### config.mk
export PLATFORM = sky130hd
export DESIGN_NAME = calc_key_sequencer
export DESIGN_NICKNAME = d
export VERILOG_FILES = /design/src/rtl/calc_key_sequencer.sv
export SDC_FILE = /design/constraint.sdc
export NUM_CORES = 1
export LEC_CHECK = 0
export BUFFER_PORTS_ARGS = -buffer_cell sky130_fd_sc_hd__buf_2
export CORE_MARGIN = 2
export CORE_UTILIZATION = 25
export DETAILED_ROUTE_END_ITERATION = 16
export PLACE_DENSITY_LB_ADDON = 0.3
export SETUP_SLACK_MARGIN = 0.2
export SLEW_MARGIN = 30
export SYNTH_ARGS = -nofsm -noshare
export SYNTH_HDL_FRONTEND = slang
export SYNTH_SLANG_ARGS = --single-unit
### constraint.sdc
create_clock -name sw_clk -period 13.19 [get_ports sw_clk]
set_input_delay 0.6595 -clock sw_clk [delete_from_list [all_inputs] [get_ports sw_clk]]
set_output_delay 0.6595 -clock sw_clk [all_outputs]
set_load 0.005 [all_outputs]
### src/rtl/calc_key_sequencer.sv
// calc_key_sequencer: keypad-driven sequencer for the signed calculator datapath.
// Builds operand1 / operator / operand2 from decoded keys, strobes the arithmetic
// unit once per evaluation, captures its answer and drives the display value.
// Optional feature macro: CALC_CHAIN_EN -- when defined, an operator key pressed
// while a result is shown reloads that result into operand1 and continues.
module calc_key_sequencer #(
    parameter int unsigned MAX_DIGITS  = 6,
    parameter int unsigned RESULT_WAIT = 2,
    parameter logic [31:0] NULL_CODE   = 32'h00CC0000,
    parameter logic [31:0] ERR_CODE    = 32'h00EE0000
) (
    input  logic        sw_clk,
    input  logic        rst,
    input  logic        key_valid_i,
    input  logic [4:0]  key_code_i,
    input  logic [31:0] ans_i,
    output logic [31:0] operand1_o,
    output logic [31:0] operand2_o,
    output logic [2:0]  operator_o,
    output logic        calc_go_o,
    output logic [31:0] disp_o,
    output logic        err_o,
    output logic        busy_o,
    output logic [2:0]  state_o
);

    typedef enum logic [2:0] {
        ST_OP1  = 3'd0,
        ST_OP2  = 3'd1,
        ST_GO   = 3'd2,
        ST_WAIT = 3'd3,
        ST_SHOW = 3'd4,
        ST_ERR  = 3'd5
    } state_e;

    localparam logic [2:0] OPR_DIV = 3'd3;
    localparam logic [2:0] OPR_MOD = 3'd4;
    localparam int CW = $clog2(MAX_DIGITS + 1);
    localparam int WW = (RESULT_WAIT > 1) ? $clog2(RESULT_WAIT) : 1;

`ifdef CALC_CHAIN_EN
    localparam bit CHAIN_EN = 1'b1;
`else
    localparam bit CHAIN_EN = 1'b0;
`endif

    // Key decode; key_valid low means every class is inactive.
    logic       is_digit, is_op, is_neg, is_eq, is_clr;
    logic [3:0] digit;
    logic [2:0] op_code;

    assign is_digit = key_valid_i && (key_code_i < 5'd10);
    assign is_op    = key_valid_i && (key_code_i >= 5'd10) && (key_code_i <= 5'd14);
    assign is_neg   = key_valid_i && (key_code_i == 5'd15);
    assign is_eq    = key_valid_i && (key_code_i == 5'd16);
    assign is_clr   = key_valid_i && (key_code_i == 5'd17);
    assign digit    = key_code_i[3:0];
    assign op_code  = 3'(key_code_i - 5'd10);

    state_e         state_q, state_d;
    logic [19:0]    op1_mag_q, op1_mag_d, op2_mag_q, op2_mag_d;
    logic           op1_neg_q, op1_neg_d, op2_neg_q, op2_neg_d;
    logic [CW-1:0]  op1_cnt_q, op1_cnt_d, op2_cnt_q, op2_cnt_d;
    logic [2:0]     opr_q, opr_d;
    logic [WW-1:0]  wait_q, wait_d;
    logic [31:0]    result_q, result_d;
    logic [31:0]    operand1_q, operand1_d, operand2_q, operand2_d;
    logic [31:0]    disp_q, disp_d;
    logic           calc_go_q, err_q, busy_q;
    logic           op1_from_res;

    // Magnitude of at most MAX_DIGITS-1 digits times ten plus a digit stays below 2^20.
    function automatic logic [19:0] push_digit(input logic [19:0] mag, input logic [3:0] d);
        return mag * 20'd10 + {16'd0, d};
    endfunction

    // Sign-extended two's-complement view of a magnitude/sign pair.
    function automatic logic [31:0] signed_val(input logic neg, input logic [19:0] mag);
        return neg ? (32'd0 - {12'd0, mag}) : {12'd0, mag};
    endfunction

    // Next-state logic: key handling per state, CLR override, then display selection.
    always_comb begin
        // NOTE: every signal gets its hold value first so no path through the case infers a latch.
        state_d      = state_q;
        op1_mag_d    = op1_mag_q;
        op1_neg_d    = op1_neg_q;
        op1_cnt_d    = op1_cnt_q;
        op2_mag_d    = op2_mag_q;
        op2_neg_d    = op2_neg_q;
        op2_cnt_d    = op2_cnt_q;
        opr_d        = opr_q;
        wait_d       = wait_q;
        result_d     = result_q;
        op1_from_res = 1'b0;

        case (state_q)
            ST_OP1: begin
                if (is_digit) begin
                    if (op1_cnt_q < CW'(MAX_DIGITS)) begin
                        op1_mag_d = push_digit(op1_mag_q, digit);
                        op1_cnt_d = op1_cnt_q + 1'b1;
                    end
                end else if (is_neg) begin
                    op1_neg_d = ~op1_neg_q;
                end else if (is_op) begin
                    opr_d     = op_code;
                    op2_mag_d = '0;
                    op2_neg_d = 1'b0;
                    op2_cnt_d = '0;
                    state_d   = ST_OP2;
                end
            end
            ST_OP2: begin
                if (is_digit) begin
                    if (op2_cnt_q < CW'(MAX_DIGITS)) begin
                        op2_mag_d = push_digit(op2_mag_q, digit);
                        op2_cnt_d = op2_cnt_q + 1'b1;
                    end
                end else if (is_neg) begin
                    op2_neg_d = ~op2_neg_q;
                end else if (is_op) begin
                    // Operator may still be changed until operand2 has a digit.
                    if (op2_cnt_q == '0) begin
                        opr_d = op_code;
                    end
                end else if (is_eq && (op2_cnt_q != '0)) begin
                    // Division by zero is caught here so the arithmetic unit never sees it.
                    if (((opr_q == OPR_DIV) || (opr_q == OPR_MOD)) && (op2_mag_q == '0)) begin
                        state_d = ST_ERR;
                    end else begin
                        state_d = ST_GO;
                    end
                end
            end
            ST_GO: begin
                wait_d  = WW'(RESULT_WAIT - 1);
                state_d = ST_WAIT;
            end
            ST_WAIT: begin
                if (wait_q == '0) begin
                    result_d = ans_i;
                    state_d  = ((ans_i == ERR_CODE) || (ans_i == NULL_CODE)) ? ST_ERR : ST_SHOW;
                end else begin
                    wait_d = wait_q - 1'b1;
                end
            end
            ST_SHOW: begin
                if (is_digit) begin
                    op1_mag_d = {16'd0, digit};
                    op1_neg_d = 1'b0;
                    op1_cnt_d = CW'(1);
                    op2_mag_d = '0;
                    op2_neg_d = 1'b0;
                    op2_cnt_d = '0;
                    state_d   = ST_OP1;
                end else if (is_op && CHAIN_EN) begin
                    // Chain: the shown result becomes operand1 verbatim.
                    op1_neg_d    = result_q[31];
                    op1_mag_d    = 20'(result_q[31] ? (32'd0 - result_q) : result_q);
                    op1_cnt_d    = '0;
                    op1_from_res = 1'b1;
                    opr_d        = op_code;
                    op2_mag_d    = '0;
                    op2_neg_d    = 1'b0;
                    op2_cnt_d    = '0;
                    state_d      = ST_OP2;
                end
            end
            ST_ERR: begin
                // Only CLR (handled below) leaves ERR.
            end
            default: begin
                state_d = ST_OP1;
            end
        endcase

        // CLR wins in every state; a pending result is simply never captured.
        if (is_clr) begin
            op1_mag_d    = '0;
            op1_neg_d    = 1'b0;
            op1_cnt_d    = '0;
            op2_mag_d    = '0;
            op2_neg_d    = 1'b0;
            op2_cnt_d    = '0;
            opr_d        = '0;
            result_d     = result_q;
            op1_from_res = 1'b0;
            state_d      = ST_OP1;
        end

        operand1_d = op1_from_res ? result_q : signed_val(op1_neg_d, op1_mag_d);
        operand2_d = signed_val(op2_neg_d, op2_mag_d);

        case (state_d)
            ST_OP1:          disp_d = operand1_d;
            ST_OP2:          disp_d = (op2_cnt_d != '0) ? operand2_d : operand1_d;
            ST_GO, ST_WAIT:  disp_d = operand2_d;
            ST_SHOW:         disp_d = result_d;
            ST_ERR:          disp_d = ERR_CODE;
            default:         disp_d = '0;
        endcase
    end

    // State, operand and output registers; every output is registered off the next state.
    always_ff @(posedge sw_clk or negedge rst) begin
        if (!rst) begin
            state_q    <= ST_OP1;
            op1_mag_q  <= '0;
            op1_neg_q  <= 1'b0;
            op1_cnt_q  <= '0;
            op2_mag_q  <= '0;
            op2_neg_q  <= 1'b0;
            op2_cnt_q  <= '0;
            opr_q      <= '0;
            wait_q     <= '0;
            result_q   <= '0;
            operand1_q <= '0;
            operand2_q <= '0;
            disp_q     <= '0;
            calc_go_q  <= 1'b0;
            err_q      <= 1'b0;
            busy_q     <= 1'b0;
        end else begin
            // NOTE: non-blocking updates so every register samples the pre-edge values.
            state_q    <= state_d;
            op1_mag_q  <= op1_mag_d;
            op1_neg_q  <= op1_neg_d;
            op1_cnt_q  <= op1_cnt_d;
            op2_mag_q  <= op2_mag_d;
            op2_neg_q  <= op2_neg_d;
            op2_cnt_q  <= op2_cnt_d;
            opr_q      <= opr_d;
            wait_q     <= wait_d;
            result_q   <= result_d;
            operand1_q <= operand1_d;
            operand2_q <= operand2_d;
            disp_q     <= disp_d;
            calc_go_q  <= (state_d == ST_GO);
            err_q      <= (state_d == ST_ERR);
            busy_q     <= (state_d == ST_GO) || (state_d == ST_WAIT);
        end
    end

    assign operand1_o = operand1_q;
    assign operand2_o = operand2_q;
    assign operator_o = opr_q;
    assign calc_go_o  = calc_go_q;
    assign disp_o     = disp_q;
    assign err_o      = err_q;
    assign busy_o     = busy_q;
    assign state_o    = state_q;

endmodule
==> impl_metrics.csv <==
group,metric,value,unit
logic_synthesis,ys_seq_area_frac,0.367,
drt,ant_nets,0,
floorplan,fp-row-count,76,
pwr,total_leakage_power,5.80,nW
timing,setup_ws,8.18,ns
timing,tightest_slew,0.877,ns
clock_tree,cts_resized,0,
logic_synthesis,syn_area,0.0110,mm2
placed_design,pre_cts_slack,8.14,ns
floorplan,start_util,0.254,
global_route,grtUsageMet2,0.250,
timing,tns,0,ns
global_route,grt_pass1_vias,9337,
logic_synthesis,synthTopCellsByArea,"dfrtp_1, ha_1, mux2_2, xnor2_1, a21oi_1",
logic_synthesis,synthesis.yosys.warnings,0,
pwr,p_clk_frac,0.148,
drt,first_pass_iters,7,
global_route,grt_start_max_net_pins,98,
logic_synthesis,syn-instance-count,1170,
floorplan,io_pins,145,
logic_synthesis,synthArstFlopShare,1.00,
drt,drc,0,
run_status,status,"completed",
layout,area_growth,15.7,%
pwr,pwr-share-seq,0.254,
logic_synthesis,yosysMostFrequentCell,"dfrtp_1",
pwr,vdd_ir_drop_max,0.0852,mV
global_route,grt_usage,0.155,
timing,max-slew-margin-rel,0.410,
floorplan,fp.coreArea,0.0434,mm2
pwr,p_int,1.63,mW
placed_design,gp_congestion,0.849,
logic_synthesis,syn_nets,1289,
drt,routed_wl,35.8,mm
job,drv_cap,0,
min_path,hold_path_class,"input port to asynchronous set/reset pin",
drt,vias,9557,
pwr,p_switching,1.52,mW
placed_design,dp_hpwl,28.1,mm
floorplan,die_h,214,um
global_route,busiest_layer,"met2",
layout,nets,1393,
floorplan,die_w,214,um
clock_tree,clkSinkCount,162,
drt,wl_per_cell,19.1,um
clock_tree,cts_buffers,17,
placed_design,portBuffers,144,
clock_tree,path_clk_slew,0.07,ns
logic_synthesis,synth-edff-count,0,
global_route,grt-ovfl-total,0,
timing,hold_viol,0,
global_route,groute.layer.met3.usage,0.0284,
critical_path,worstSetupStartpointType,"flop",
logic_synthesis,synth_area_leader_cell,"dfrtp_1",
drt,viasPerCell,5.10,
timing,rsz0062_at_grt,"false",
global_route,antenna_found_initial,5,
clock_tree,clock_latency,0.43,ns
clock_tree,post-cts-setup-buffer-count,0,
global_route,met1_usage,0.215,
drt,drt-initial-drc-count,845,
global_route,grt_pass1_wl,56.3,mm
logic_synthesis,ys_ff_latch,162,
timing,drv_slew,0,
pwr,combPwrFrac,0.598,
critical_path,critical_path.max_fanout,12,
layout,drive_above_1_share,0.204,
pwr,switching_share,0.483,
pwr,p_per_area,247,mW/mm2
logic_synthesis,avgSynthCellArea,9.43,um2
timing,setup_viol,0,
timing,min_period_over_period,0.380,
clock_tree,cts_max_level,4,
logic_synthesis,synth_top_area_share,0.367,
clock_tree,cts_tree,"done",
critical_path,critical_path_arrival,5.27,ns
logic_synthesis,synthTopCellsByCount,"dfrtp_1, nor2_1, ha_1",
timing,clock.fmax,0.200,GHz
timing,finalCriticalPeriod,5.01,ns
critical_path,cp-end-kind,"flop",
timing,fin_skew,0.0139,ns
clock_tree,clockBufferDepth,2,
clock_tree,cts_hold_buf,0,
clock_tree,cts_root_buf,"clkbuf_16",
logic_synthesis,ys.flop_type,"dfrtp_1",
floorplan,design.die.area,0.0458,mm2
critical_path,required,13.45,ns
logic_synthesis,synth_cell_types,98,
critical_path,crit_type,"flop to flop",
-- final timing paths --
path	start	end	slack (ns)	depth (start not counted)
max	op1_mag_q[1]	disp_o[22]	8.18	14
min	rst	result_q[17]	0.29	1
max reg2reg	op1_mag_q[1]	disp_o[22]	8.18	14
min reg2reg	result_q[15]	result_q[15]	0.50	1
max in group asynchronous	rst	op1_neg_q	11.75	2
min in group sw_clk	result_q[15]	result_q[15]	0.50	1
-- cells in the final DEF, fill, tap and decap left out, types with 6 or more instances in the layout --
cell type | Yosys | layout
o21ai_0 | 35 | 35
or2_2 | 7 | 7
nor2_1 | 86 | 85
dfrtp_1 | 162 | 162
xnor2_1 | 47 | 47
nor4_1 | 20 | 20
or4_1 | 6 | 6
a222oi_1 | 7 | 7
nand3_1 | 49 | 49
nor2b_1 | 8 | 8
o31ai_1 | 8 | 8
o21ai_1 | 6 | 6
nor3_1 | 33 | 31
inv_1 | 52 | 52
o21a_1 | 7 | 7
xor2_1 | 23 | 23
clkbuf_16 | 0 | 17
a22oi_1 | 11 | 11
o31a_1 | 9 | 9
nand4_1 | 17 | 17
a22o_1 | 8 | 8
and3_1 | 15 | 15
or3_1 | 13 | 13
buf_2 | 4 | 143
nand2b_1 | 14 | 14
a31oi_1 | 22 | 22
ha_1 | 75 | 75
mux2_2 | 37 | 37
a21oi_1 | 70 | 68
buf_4 | 28 | 7
and2_1 | 15 | 15
mux2i_1 | 7 | 7
o211ai_1 | 11 | 11
a21o_1 | 20 | 20
a211oi_1 | 11 | 11
nand2_1 | 72 | 72
a221o_1 | 6 | 6
-- area by class of cell --
cell class / count / area (um2)
fillers: 4607 / 30600
multi-input cells: 887 / 6430
flip-flops and latches: 162 / 4050
repair buffers: 152 / 793
well taps: 585 / 732
clock buffers: 18 / 429
inverters: 54 / 203
clock inverters: 14 / 119
diodes: 1 / 2.50
-- flip-flops by register name (all words and copies together) (netlist names), 3 cells and up --
| name | count |
|---|---|
| disp_o | 32 |
| op1_cnt_q | 3 |
| op1_mag_q | 19 |
| op2_cnt_q | 3 |
| op2_mag_q | 19 |
| operand1_o | 21 |
| operand2_o | 21 |
| operator_o | 3 |
| result_q | 32 |
| state_o | 3 |
-- critical path, stage by stage, from the launching register on --
cell and delay [ns]:
dfrtp_1 0.45, ha_1 0.32, ha_1 0.24, fa_1 0.44
a211oi_2 0.31, nor2_1 0.11, xor2_1 0.46, nand2_1 0.12
or4_1 0.46, o41ai_1 0.31, a21oi_1 0.15, nor3_1 0.35
nand3_1 0.17, o311ai_2 0.77, nand3_1 0.17
-- layer usage --
metal | part of all wire | vias up
met1 | 0.47 | 4661
li1 | - | 4529
met3 | 0.057 | 37
met5 | 0.0016 | -
met4 | 0.016 | 8
met2 | 0.46 | 322
-- cell families after synthesis --
| family | synth area share |
|---|---|
| xor+xnor | 0.0627 |
| buf+inv | 0.0518 |
| simple gates | 0.187 |
| fa+ha+maj | 0.0923 |
| compound gates | 0.195 |
| flops | 0.367 |
| mux | 0.0441 |
-- power by group through the flow --
stage / logic [mW] / clock network [mW] / registers [mW]
after floorplan: 1.31 / 0 / 0.762
after global placement: 1.86 / 0 / 0.812
after detailed placement: 1.87 / 0 / 0.810
after CTS: 1.88 / 0.479 / 0.803
after global routing: 2.09 / 0.499 / 0.821
final: 1.88 / 0.468 / 0.800
-- metrics by stage --
step                 util  cells  area (um2)  hold slack (ns)  power, mW
floorplan               -   1170       11000            0.364       2.08
global placement    0.281   1840       12200            0.479       2.68
detailed placement  0.281   1840       12200            0.483       2.68
CTS                 0.294   1872       12700            0.356       3.16
global route        0.294   1873       12800            0.373       3.41
finish              0.294   1873       12800            0.289       3.15
No activity file was read; power rests on OpenSTA's default activity.
